`src/rtl/mem_port_arbiter_pkg.sv`:
```
// Shared definitions for the instruction/data RAM port arbiter:
// FSM state encodings, read-owner IDs and a counter-width helper.
package mem_port_arbiter_pkg;

   // Arbiter FSM states
   typedef enum logic {
      IDLE    = 1'b0,
      RD_WAIT = 1'b1
   } state_e;

   // Requester that owns the read currently in flight
   typedef enum logic {
      OWN_I = 1'b0,
      OWN_D = 1'b1
   } owner_e;

   // Bits needed to hold a counter value in the range 0..limit (never below 1)
   function automatic int unsigned cnt_width(input int unsigned limit);
      int unsigned w;
      w = $clog2(limit + 32'd1);
      if (w < 32'd1) begin
         w = 32'd1;
      end else begin
         w = w;
      end
      return w;
   endfunction

endpackage

```
`src/rtl/mem_port_arbiter_arb_pick.sv`:
```
// Winner selection for the shared RAM port. Data has fixed priority over
// fetch, except when fetch has waited through STARVE_LIMIT data grants, in
// which case fetch is forced to win. Also owns the starvation counter.
module mem_port_arbiter_arb_pick
   import mem_port_arbiter_pkg::*;
#(
   parameter int unsigned STARVE_LIMIT = 4
) (
   input  logic clk,
   input  logic clr,
   input  logic grant_en_i,
   input  logic i_req_i,
   input  logic d_req_i,
   output logic i_gnt_o,
   output logic d_gnt_o
);

   localparam int unsigned CW = cnt_width(STARVE_LIMIT);
   localparam logic [CW-1:0] LIMIT = CW'(STARVE_LIMIT);

   logic [CW-1:0] starve_cnt_q;
   logic [CW-1:0] starve_cnt_d;
   logic          force_i;

   // Winner select: grants only when the FSM can accept a new access
   always_comb begin
      force_i = (starve_cnt_q == LIMIT);
      i_gnt_o = 1'b0;
      d_gnt_o = 1'b0;
      if (grant_en_i) begin
         if (i_req_i && (force_i || !d_req_i)) begin
            i_gnt_o = 1'b1;
         end else if (d_req_i) begin
            d_gnt_o = 1'b1;
         end else begin
            i_gnt_o = 1'b0;
         end
      end else begin
         i_gnt_o = 1'b0;
      end
   end

   // Starvation counter next value: counts data grants while fetch waits
   always_comb begin
      starve_cnt_d = starve_cnt_q;
      if (!i_req_i || i_gnt_o) begin
         starve_cnt_d = '0;
      end else if (d_gnt_o && (starve_cnt_q != LIMIT)) begin
         starve_cnt_d = starve_cnt_q + CW'(1);
      end else begin
         starve_cnt_d = starve_cnt_q;
      end
   end

   // Starvation counter register
   always_ff @(posedge clk or negedge clr) begin
      if (!clr) begin
         starve_cnt_q <= '0;
      end else begin
         starve_cnt_q <= starve_cnt_d;
      end
   end

endmodule

```
`src/rtl/mem_port_arbiter.sv`:
```
// Shares one single-port data RAM (1-cycle registered read) between the
// read-only instruction-fetch port and the load/store port. Stores finish
// in the grant cycle; reads go through RD_WAIT and return data with an
// rvalid pulse two cycles after the grant.
module mem_port_arbiter
   import mem_port_arbiter_pkg::*;
#(
   parameter int unsigned ADDR_W       = 10,
   parameter int unsigned DATA_W       = 32,
   parameter int unsigned STARVE_LIMIT = 4
) (
   input  logic              clk,
   input  logic              clr,
   input  logic              i_req,
   input  logic [ADDR_W-1:0] i_addr,
   output logic              i_gnt,
   output logic              i_rvalid,
   output logic [DATA_W-1:0] i_rdata,
   input  logic              d_req,
   input  logic              d_we,
   input  logic [ADDR_W-1:0] d_addr,
   input  logic [DATA_W-1:0] d_wdata,
   output logic              d_gnt,
   output logic              d_rvalid,
   output logic [DATA_W-1:0] d_rdata,
   output logic [ADDR_W-1:0] ram_addr,
   output logic [DATA_W-1:0] ram_din,
   output logic              ram_ld,
   output logic              ram_str,
   output logic              ram_sel,
   input  logic [DATA_W-1:0] ram_dout,
   output logic              busy
);

   state_e            state_q, state_d;
   owner_e            owner_q, owner_d;
   logic              i_rvalid_q, i_rvalid_d;
   logic              d_rvalid_q, d_rvalid_d;
   logic [DATA_W-1:0] i_rdata_q, i_rdata_d;
   logic [DATA_W-1:0] d_rdata_q, d_rdata_d;
   logic              i_gnt_s, d_gnt_s;

   mem_port_arbiter_arb_pick #(
      .STARVE_LIMIT (STARVE_LIMIT)
   ) u_pick (
      .clk        (clk),
      .clr        (clr),
      .grant_en_i (state_q == IDLE),
      .i_req_i    (i_req),
      .d_req_i    (d_req),
      .i_gnt_o    (i_gnt_s),
      .d_gnt_o    (d_gnt_s)
   );

   // FSM state and read-owner registers
   always_ff @(posedge clk or negedge clr) begin
      if (!clr) begin
         state_q <= IDLE;
         owner_q <= OWN_I;
      end else begin
         state_q <= state_d;
         owner_q <= owner_d;
      end
   end

   // FSM next state: any granted read moves to RD_WAIT, stores stay in IDLE
   always_comb begin
      state_d = state_q;
      owner_d = owner_q;
      case (state_q)
         IDLE: begin
            if (i_gnt_s) begin
               state_d = RD_WAIT;
               owner_d = OWN_I;
            end else if (d_gnt_s && !d_we) begin
               state_d = RD_WAIT;
               owner_d = OWN_D;
            end else begin
               state_d = IDLE;
            end
         end
         RD_WAIT: begin
            state_d = IDLE;
         end
         default: begin
            state_d = IDLE;
         end
      endcase
   end

   // FSM outputs: RAM drive from the winner in IDLE, nothing in RD_WAIT
   always_comb begin
      ram_addr = '0;
      ram_din  = '0;
      ram_ld   = 1'b0;
      ram_str  = 1'b0;
      case (state_q)
         IDLE: begin
            if (i_gnt_s) begin
               ram_addr = i_addr;
               ram_ld   = 1'b1;
            end else if (d_gnt_s) begin
               ram_addr = d_addr;
               if (d_we) begin
                  ram_din = d_wdata;
                  ram_str = 1'b1;
               end else begin
                  ram_ld = 1'b1;
               end
            end else begin
               ram_addr = '0;
            end
         end
         RD_WAIT: begin
            ram_addr = '0;
         end
         default: begin
            ram_addr = '0;
         end
      endcase
   end

   // Return-data capture: RAM data is valid in RD_WAIT, pulse rvalid next cycle
   always_comb begin
      i_rvalid_d = 1'b0;
      d_rvalid_d = 1'b0;
      i_rdata_d  = i_rdata_q;
      d_rdata_d  = d_rdata_q;
      if (state_q == RD_WAIT) begin
         if (owner_q == OWN_I) begin
            i_rvalid_d = 1'b1;
            i_rdata_d  = ram_dout;
         end else begin
            d_rvalid_d = 1'b1;
            d_rdata_d  = ram_dout;
         end
      end else begin
         i_rvalid_d = 1'b0;
      end
   end

   // Return-data registers; rdata holds until the next read for that port
   always_ff @(posedge clk or negedge clr) begin
      if (!clr) begin
         i_rvalid_q <= 1'b0;
         d_rvalid_q <= 1'b0;
         i_rdata_q  <= '0;
         d_rdata_q  <= '0;
      end else begin
         i_rvalid_q <= i_rvalid_d;
         d_rvalid_q <= d_rvalid_d;
         i_rdata_q  <= i_rdata_d;
         d_rdata_q  <= d_rdata_d;
      end
   end

   assign i_gnt    = i_gnt_s;
   assign d_gnt    = d_gnt_s;
   assign ram_sel  = ram_ld | ram_str;
   assign busy     = (state_q == RD_WAIT);
   assign i_rvalid = i_rvalid_q;
   assign d_rvalid = d_rvalid_q;
   assign i_rdata  = i_rdata_q;
   assign d_rdata  = d_rdata_q;

endmodule

```
`config.mk`:
```
export PLATFORM = sky130hd
export DESIGN_NAME = mem_port_arbiter
export DESIGN_NICKNAME = d
export VERILOG_FILES = /design/src/rtl/mem_port_arbiter_pkg.sv /design/src/rtl/mem_port_arbiter_arb_pick.sv /design/src/rtl/mem_port_arbiter.sv
export SDC_FILE = /design/constraint.sdc
export NUM_CORES = 1
export LEC_CHECK = 0
export ABC_AREA = 0
export CORE_MARGIN = 1
export CORE_UTILIZATION = 40
export DETAILED_ROUTE_END_ITERATION = 16
export HOLD_SLACK_MARGIN = 0.06
export PLACE_DENSITY = 0.93
export SLEW_MARGIN = 20
export SYNTH_ARGS = -nofsm -noshare
export SYNTH_HDL_FRONTEND = slang
export SYNTH_SLANG_ARGS = --single-unit
export TNS_END_PERCENT = 1
```
`constraint.sdc`:
```
create_clock -name clk -period 3.6 [get_ports clk]
set_clock_uncertainty 0.1 [all_clocks]
set_input_delay 0.72 -clock clk [delete_from_list [all_inputs] [get_ports clk]]
set_output_delay 0.72 -clock clk [all_outputs]
set_load 0.02 [all_outputs]
```
## Word level (Yosys, flattened, before mapping)

Cells that the tools add are included.

| storage, ports and cells | value |
|---|---|
| bits in writable memories | 0 |
| output and inout bits | 114 |
| memories | 0 |
| ROM bits | 0 |
| latch bits | 0 |
| bits of input ports | 89 |
| word-level logic and storage cells | 57 |
| register bits after elaboration | 71 |

| cells by class | value |
|---|---|
| multiply operators | 0 |
| reductions and logical operators | 13 |
| magnitude comparators | 0 |
| eq/ne operators | 2 |
| multiplexer cells | 31 |
| bitwise gates (word level) | 3 |
| div/mod/pow operators | 0 |
| shifts and indexed selects | 0 |
| add/sub/neg operators | 1 |

Operator list:

| cell | count |
|---|---|
| $mux W32 | 4 |
| $mux W1 | 21 |
| $mux W10 | 2 |
| $pmux W10 S2 | 1 |
| $mux W3 | 2 |
| $reduce_and A2 Y1 | 3 |
| $reduce_bool A2 Y1 | 2 |
| $add A3 B1 Y3 const B | 1 |
| $eq A3 B3 Y1 const B | 1 |
| $logic_and A1 B1 Y1 | 3 |
| $logic_not A1 Y1 | 3 |
| $ne A3 B3 Y1 const B | 1 |
| $logic_or A1 B1 Y1 | 2 |
| $not A1 Y1 | 2 |
| $pmux W1 S2 | 1 |
| $or A1 B1 Y1 | 1 |

## Longest topological paths before layout

| depth | value |
|---|---|
| depth after elaboration | 9 |
| depth in mapped cells | 6 |
| gate-level depth less buffers | 6 |

## Modules after synthesis

Synthesis repeated with hierarchy kept, for this count alone.

| second synthesis, totals | value |
|---|---|
| cells, all modules | 227 |
| area total of the unflattened synthesis | 3296.9 sq um |

By module, submodules not included:

| module | times used | cells an instance | area an instance (sq um) |
|---|---|---|---|
| mem_port_arbiter | 1 | 204 | 3088.0 |
| mem_port_arbiter_arb_pick | 1 | 23 | 209.0 |

## Worst setup path after synthesis

Ideal clock, no wire load.

| path | value |
|---|---|
| kind | input to output |
| from | in d_req |
| to | out ram_addr[1] |
| cell stages on the path | 3 |
| slack | 1.184 ns |
| arrival time | 1.596 ns |
| path buffers | 0 |
| cell sequence | a21boi_2 -> nor2_2 -> a22o_1 |

| between the ends | value |
|---|---|
| elaborated cells between the ends (all ways) | 11 |
| those cells by class | mux: 8; reduce/logical: 3 |

RTL lines:

| what | line | RTL |
|---|---|---|
| start: declaration | mem_port_arbiter.sv:19 | `input logic d_req,` |
| $logic_not A1 Y1 | mem_port_arbiter_arb_pick.sv:31 | `if (i_req_i && (force_i \|\| !d_req_i)) begin` |
| $logic_or A1 B1 Y1 | mem_port_arbiter_arb_pick.sv:31 |  |
| $logic_and A1 B1 Y1 | mem_port_arbiter_arb_pick.sv:31 |  |
| $mux W1 | mem_port_arbiter_arb_pick.sv:31 |  |
| $mux W1 | mem_port_arbiter_arb_pick.sv:30 | `if (grant_en_i) begin` |
| net i_gnt | mem_port_arbiter.sv:16 | `output logic i_gnt,` |
| $mux W10 | mem_port_arbiter.sv:99 | `if (i_gnt_s) begin` |
| $pmux W10 S2 | mem_port_arbiter.sv:97 | `case (state_q)` |
| end: declaration | mem_port_arbiter.sv:26 | `output logic [ADDR_W-1:0] ram_addr,` |

The timed path passes the listed nets, and every way through them passes these cells.

## Worst setup path after layout

| path | value |
|---|---|
| from | in i_req |
| to | out ram_addr[3] |

| between the ends | value |
|---|---|
| cells in the longest elaborated chain, start to end | 6 |
| elaborated cells between the ends (all ways) | 8 |
| those cells by class | mux: 7; reduce/logical: 1 |

Ends and longest elaborated chain:

| what | line | RTL |
|---|---|---|
| start: declaration | mem_port_arbiter.sv:14 | `input logic i_req,` |
| $logic_and A1 B1 Y1 * | mem_port_arbiter_arb_pick.sv:31 |  |
| $mux W1 | mem_port_arbiter_arb_pick.sv:31 |  |
| $mux W1 | mem_port_arbiter_arb_pick.sv:30 |  |
| $mux W10 | mem_port_arbiter.sv:102 | `end else if (d_gnt_s) begin` |
| $mux W10 * | mem_port_arbiter.sv:99 |  |
| $pmux W10 S2 * | mem_port_arbiter.sv:97 |  |

Mark *: on every way between the ends. The rest lies on a longest branch, timed or not.

==> impl_results.md <==
- Post-CTS Setup Inserts: 0
- Final critical-path required period: 3500 ps
- Largest cells by area after synthesis: dfrtp_1 55%, mux2_2 20%, and2_4 7.1%, buf_6 3.5%, a22o_1 2.5%
- DP Area: 5260 µm²
- Yosys reg bits: 71
- Worst Max-Slew Pin Slew: 1000 ps
- Post-Place Worst Slack: 22.9 ps
- Crit Path Category: input pin to output port
- CP required: 2780 ps
- Crit Path Max Fanout: 10
- Wire length per cell: 19.1 µm
- Final Power: 0.00330 W
- Max Fclk: 0.285 GHz
- Post-Syn Area: 3220 µm²
- Routed vias/inst: 4.91
- Max VDD drop: 0.398 mV
- Clk Latency, worst-skew pair: 320 ps
- Die Width: 91.7 µm
- Worst Setup End Kind: output port
- Final Setup Violations: 0
- Critical Path Source Type: input pin
- CTS Root Cell: clkbuf_8
- DRC viols: 0
- CTS Buffer Depth: 2
- GRT Residual Overflow: 0
- Dpl hpwl: 7.69 mm
- Hold Crit Class: flip-flop to flip-flop
- Post-synth ARST share: 100%
- Starting density of the core: 41.4%
- Period utilization: 97.3%
- Power Density: 604 nW/µm²
- Core area: 7770 µm²
- Clock Power Share: 18.9%
- Dominant cell type by area after synthesis: dfrtp_1
- Setup TNS: 0 ps
- Std-Cell Rows: 32
- Pint: 0.00220 W
- Status: completed
- Sequential share of power: 36.5%
- Initial drt markers: 64
- First-pass DRT Iterations: 4
- Total CTS buffers: 9
- DR vias: 2628
- Cells after Synth: 224
- Final Worst Setup Slack: 96.2 ps
- Top FF cell, synth: dfrtp_1
- P_leak: 2.27 nW
- Gpl congestion: 0.947
- P&R area growth vs syn: 70.1%
- Routed wire length: 10.2 mm
- Rel. slew slack: 33.2%
- Clock sink total: 71
- H-Tree Depth: 3
- Antenna cells: 0
- Filler instances: 560
- Power share of the combinational group: 44.5%
- # port buffers: 202
- Syn_area_per_cell: 14.4 µm²
- # IOs: 203
- Maxcap violations: 0
- P_sw: 0.00110 W
- Net count, final: 520
- Net Sw Frac: 33.4%
- First-pass GRT wire length: 15.4 mm
- Sequential-to-total area share from yosys stat: 55.3%
- Layout cells sized above 1: 26.3%
- Number of global-route vias before repair: 2832
- YS warnings: 0
- Final Hold Viols: 0
- Finished layout cell area: 5470 µm²
- Clock slew seen by the registers of the worst setup and hold paths: 80 ps
- CTS tree: yes
- Largest net degree at the start of global routing: 72
- Pins Over Slew Limit: 0
- Die Footprint: 8400 µm²
- Antenna violations before repair: 0
- Post-synth EDFFs: 0
- Netlist cell types: 32
- RSZ-0062 raised after global routing: false
- Gr usage total: 24.6%
- Die Y: 91.7 µm
- DRT antenna net count: 0
- WP data arrival: 2680 ps
- Syn Nets: 315
- Synth top area share: 55.3%
==> synth_stat cells (2+ instances only) <==
cell and n:
ha_1 2, nand3_1 2, a22o_1 9, inv_1 3, nand3b_1 2, buf_6 10
mux2_2 58, a21boi_0 2, dfrtp_1 71, mux2_1 4, and2_4 26, o22ai_1 2
nor2_1 4, nand2_1 4, mux2_4 2, a21oi_1 2, and2_1 6
==> worst max-delay path, cell delays in order <==
cell and delay [ps]:
clkdlybuf4s50_1 650, nand2b_4 100, nor2_2 350, a22o_1 230
clkdlybuf4s50_1 630
==> state kept, by name (all words and copies together) (netlist names) <==
name / cells
d_rdata: 32
i_rdata: 32
u_pick.starve_cnt_q: 3
busy: 1
d_rvalid: 1
i_rvalid: 1
owner_q: 1
==> layer usage <==
metal / wire length (µm) / GRT usage (%) / vias up
li1: - / - / 1192
met1: 3810 / 27.0 / 1279
met2: 5110 / 41.5 / 133
met3: 770 / 8.29 / 24
met4: 535 / 14.4 / 0
met5: 0 / 0 / -
==> power by group through the flow <==
| stage | clock network, W | logic (W) | registers (W) |
|---|---|---|---|
| 2_1_floorplan | 0 | 0.000382 | 0.00153 |
| 4_1_cts | 0.000645 | 0.00149 | 0.00121 |
| 5_1_grt | 0.000679 | 0.00154 | 0.00124 |
| 3_5_place_dp | 0 | 0.00148 | 0.00122 |
| 6_report | 0.000626 | 0.00147 | 0.00121 |
| 3_3_place_gp | 0 | 0.00146 | 0.00120 |
==> cell type report <==
cell class	count	area (µm²)	area share [%]
well taps	102	128	2.33
repair buffers	204	2030	37.2
multi-input cells	139	1320	24.2
clock inverters	5	57.6	1.05
clock buffers	10	138	2.52
flip-flops and latches	71	1780	32.5
inverters	4	15.0	0.275
==> layout by cell type, fill, tap and decap left out, types with 3 or more instances in the layout <==
master	synthesis	final
a22o_1	9	9
mux2_2	58	58
nor2_1	4	4
clkdlybuf4s50_1	0	201
mux2_1	4	4
nand2_1	4	4
clkbuf_8	0	10
inv_1	3	3
and2_4	26	26
dfrtp_1	71	71
and2_1	6	6
==> through the flow <==
step / cells / util [%] / hold WS, ps
6_report: 535 / 70.4 / 392
2_1_floorplan: 224 / - / 324
3_3_place_gp: 519 / 67.8 / 376
4_1_cts: 534 / 70.3 / 398
5_1_grt: 535 / 70.4 / 418
3_5_place_dp: 519 / 67.8 / 381
==> final timing paths <==
check | from | to | slack [ps] | depth (start not counted)
worst max-delay path | i_req | ram_addr[3] | 100 | 5
worst min-delay path | d_rdata[23] | d_rdata[23] | 390 | 1
worst max register to register | busy | i_rdata[9] | 1420 | 2
worst min register to register | d_rdata[23] | d_rdata[23] | 390 | 1
max in group asynchronous | clr | i_rdata[12] | 2340 | 2
min in group asynchronous | clr | d_rdata[25] | 490 | 2
==> cell families after synthesis <==
logic type               share of synthesized area [%]
AND/OR/NAND/NOR                                   12.5
buffers and inverters                             4.20
multiplexers                                      22.6
adder cells (fa/ha/maj)                          0.778
AO/OA/AOI/OAI                                     4.67
flip-flops                                        55.3
==> what timing repair did <==
action	CTS	global route
hold buffers	0	0
resized for setup	0	1
endpoints found under the setup margin	0	15
(Power assumes the default switching activity.)
==> RTL edit 1, RTL diff (same flow settings) <==
The parameter `ADDR_W` goes from 10 to 8.
--- a/src/rtl/mem_port_arbiter.sv
+++ b/src/rtl/mem_port_arbiter.sv
@@ -5,7 +5,7 @@
 module mem_port_arbiter
    import mem_port_arbiter_pkg::*;
 #(
-   parameter int unsigned ADDR_W       = 10,
+   parameter int unsigned ADDR_W       = 8,
    parameter int unsigned DATA_W       = 32,
    parameter int unsigned STARVE_LIMIT = 4
 ) (
Interface: changed (resized d_addr, i_addr and ram_addr); port bits go from 203 to 197. The function was not compared with the original's and may differ.
==> RTL edit 1 against the unedited design <==
  * Cell count down 2.2%
  * Routed wire length down 12%
  * Count of clock-buffer cells in the layout unchanged
  * Worst setup slack better by 100 ps
  * Area after synthesis up 0.12%
  * Sequential cell count unchanged
  * Via count down 4.9%
  * Design area down 1.3%
  * Total power up 3.4%
  * Critical path type unchanged
  * Highest routed layer unchanged
==> RTL edit 1: results (changes against the unedited design) <==
[routing]
wl_met3_um = 667  ; was 770 um
via_per_inst = 4.78  ; was 4.91
first_iter_violations = 42  ; was 64
routed_wirelength_um = 8960  ; was 10200 um

[placement]
port_buffers = 196  ; was 202
place_area_sq_um = 5200  ; was 5260 sq um
dp_hpwl_um = 6720  ; was 7690 um
gp_congestion = 0.755  ; was 0.947
dp_slack_ps = 213  ; was 22.9 ps

[power]
p_comb_uw = 1550  ; was 1470 uW
power.density_nw_per_um2 = 633  ; was 604 nW/um^2
pg_clk_uw = 639  ; was 626 uW
p_sw_uw = 1150  ; was 1100 uW

[sta]
finalCriticalPeriod_ps = 3400  ; was 3500 ps
whs_ps = 407  ; was 392 ps

[synthesis]
syn_avg_cell_area_sq_um = 14.8  ; was 14.4 sq um
syn_nets = 305  ; was 315
ys_top_cells_by_area = dfrtp_1 (55%), mux2_4 (14%), mux2_2 (12%), and2_1 (6.4%), a22o_1 (2.2%)  ; was dfrtp_1 (55%), mux2_2 (20%), and2_4 (7.1%), buf_6 (3.5%), a22o_1 (2.5%)
yosys-top-cells-count = dfrtp_1 (71), mux2_2 (35), and2_1 (33), mux2_4 (29), a22o_1 (8)  ; was dfrtp_1 (71), mux2_2 (58), and2_4 (26), buf_6 (10), a22o_1 (9)
synthDominantCellAreaShare = 0.552  ; was 0.553

[global_route]
use_met2 = 0.394  ; was 0.415
met3_usage = 0.0721  ; was 0.0829
grt_use_met1 = 0.237  ; was 0.270
grt_pass1_vias = 2588  ; was 2832
grt_pass1_wl_um = 13900  ; was 15400 um

[run_status]
outcome = finished, final reports clean  ; unchanged

[finish]
fin_nets = 503  ; was 520
layout-drive-gt1-share = 0.211  ; was 0.263

[worst_setup_path]
reg2reg_slack_ps = 1710  ; was 1420 ps
endpoint = ram_sel  ; was ram_addr[3]
r2r_cells = 3  ; was 2

RTL edit 1: cell count changes in the layout (fill, tap and decap cells not counted), sizes merged, moves of 2 or more:
cell           delta
o22ai             -2
nor2              -3
clkdlybuf4s50     -7
nand3             -2
buf               +3
RTL edit 1: cell families after synthesis:
group	count (synthesis)	synth area share
AO/OA/AOI/OAI	15	0.0365
buffers and inverters	17	0.0494
adder cells (fa/ha/maj)	2	0.00777
AND/OR/NAND/NOR	49	0.0968
flip-flops	71	0.552
multiplexers	64	0.258
RTL edit 1: layout make-up:
type | instances | area, sq um
multi-input cells | 130 | 1280
clock buffers | 10 | 128
repair buffers | 200 | 2000
well taps | 102 | 128
clock inverters | 6 | 68.8
inverters | 4 | 15.0
flip-flops and latches | 71 | 1780
fillers | 540 | 2370
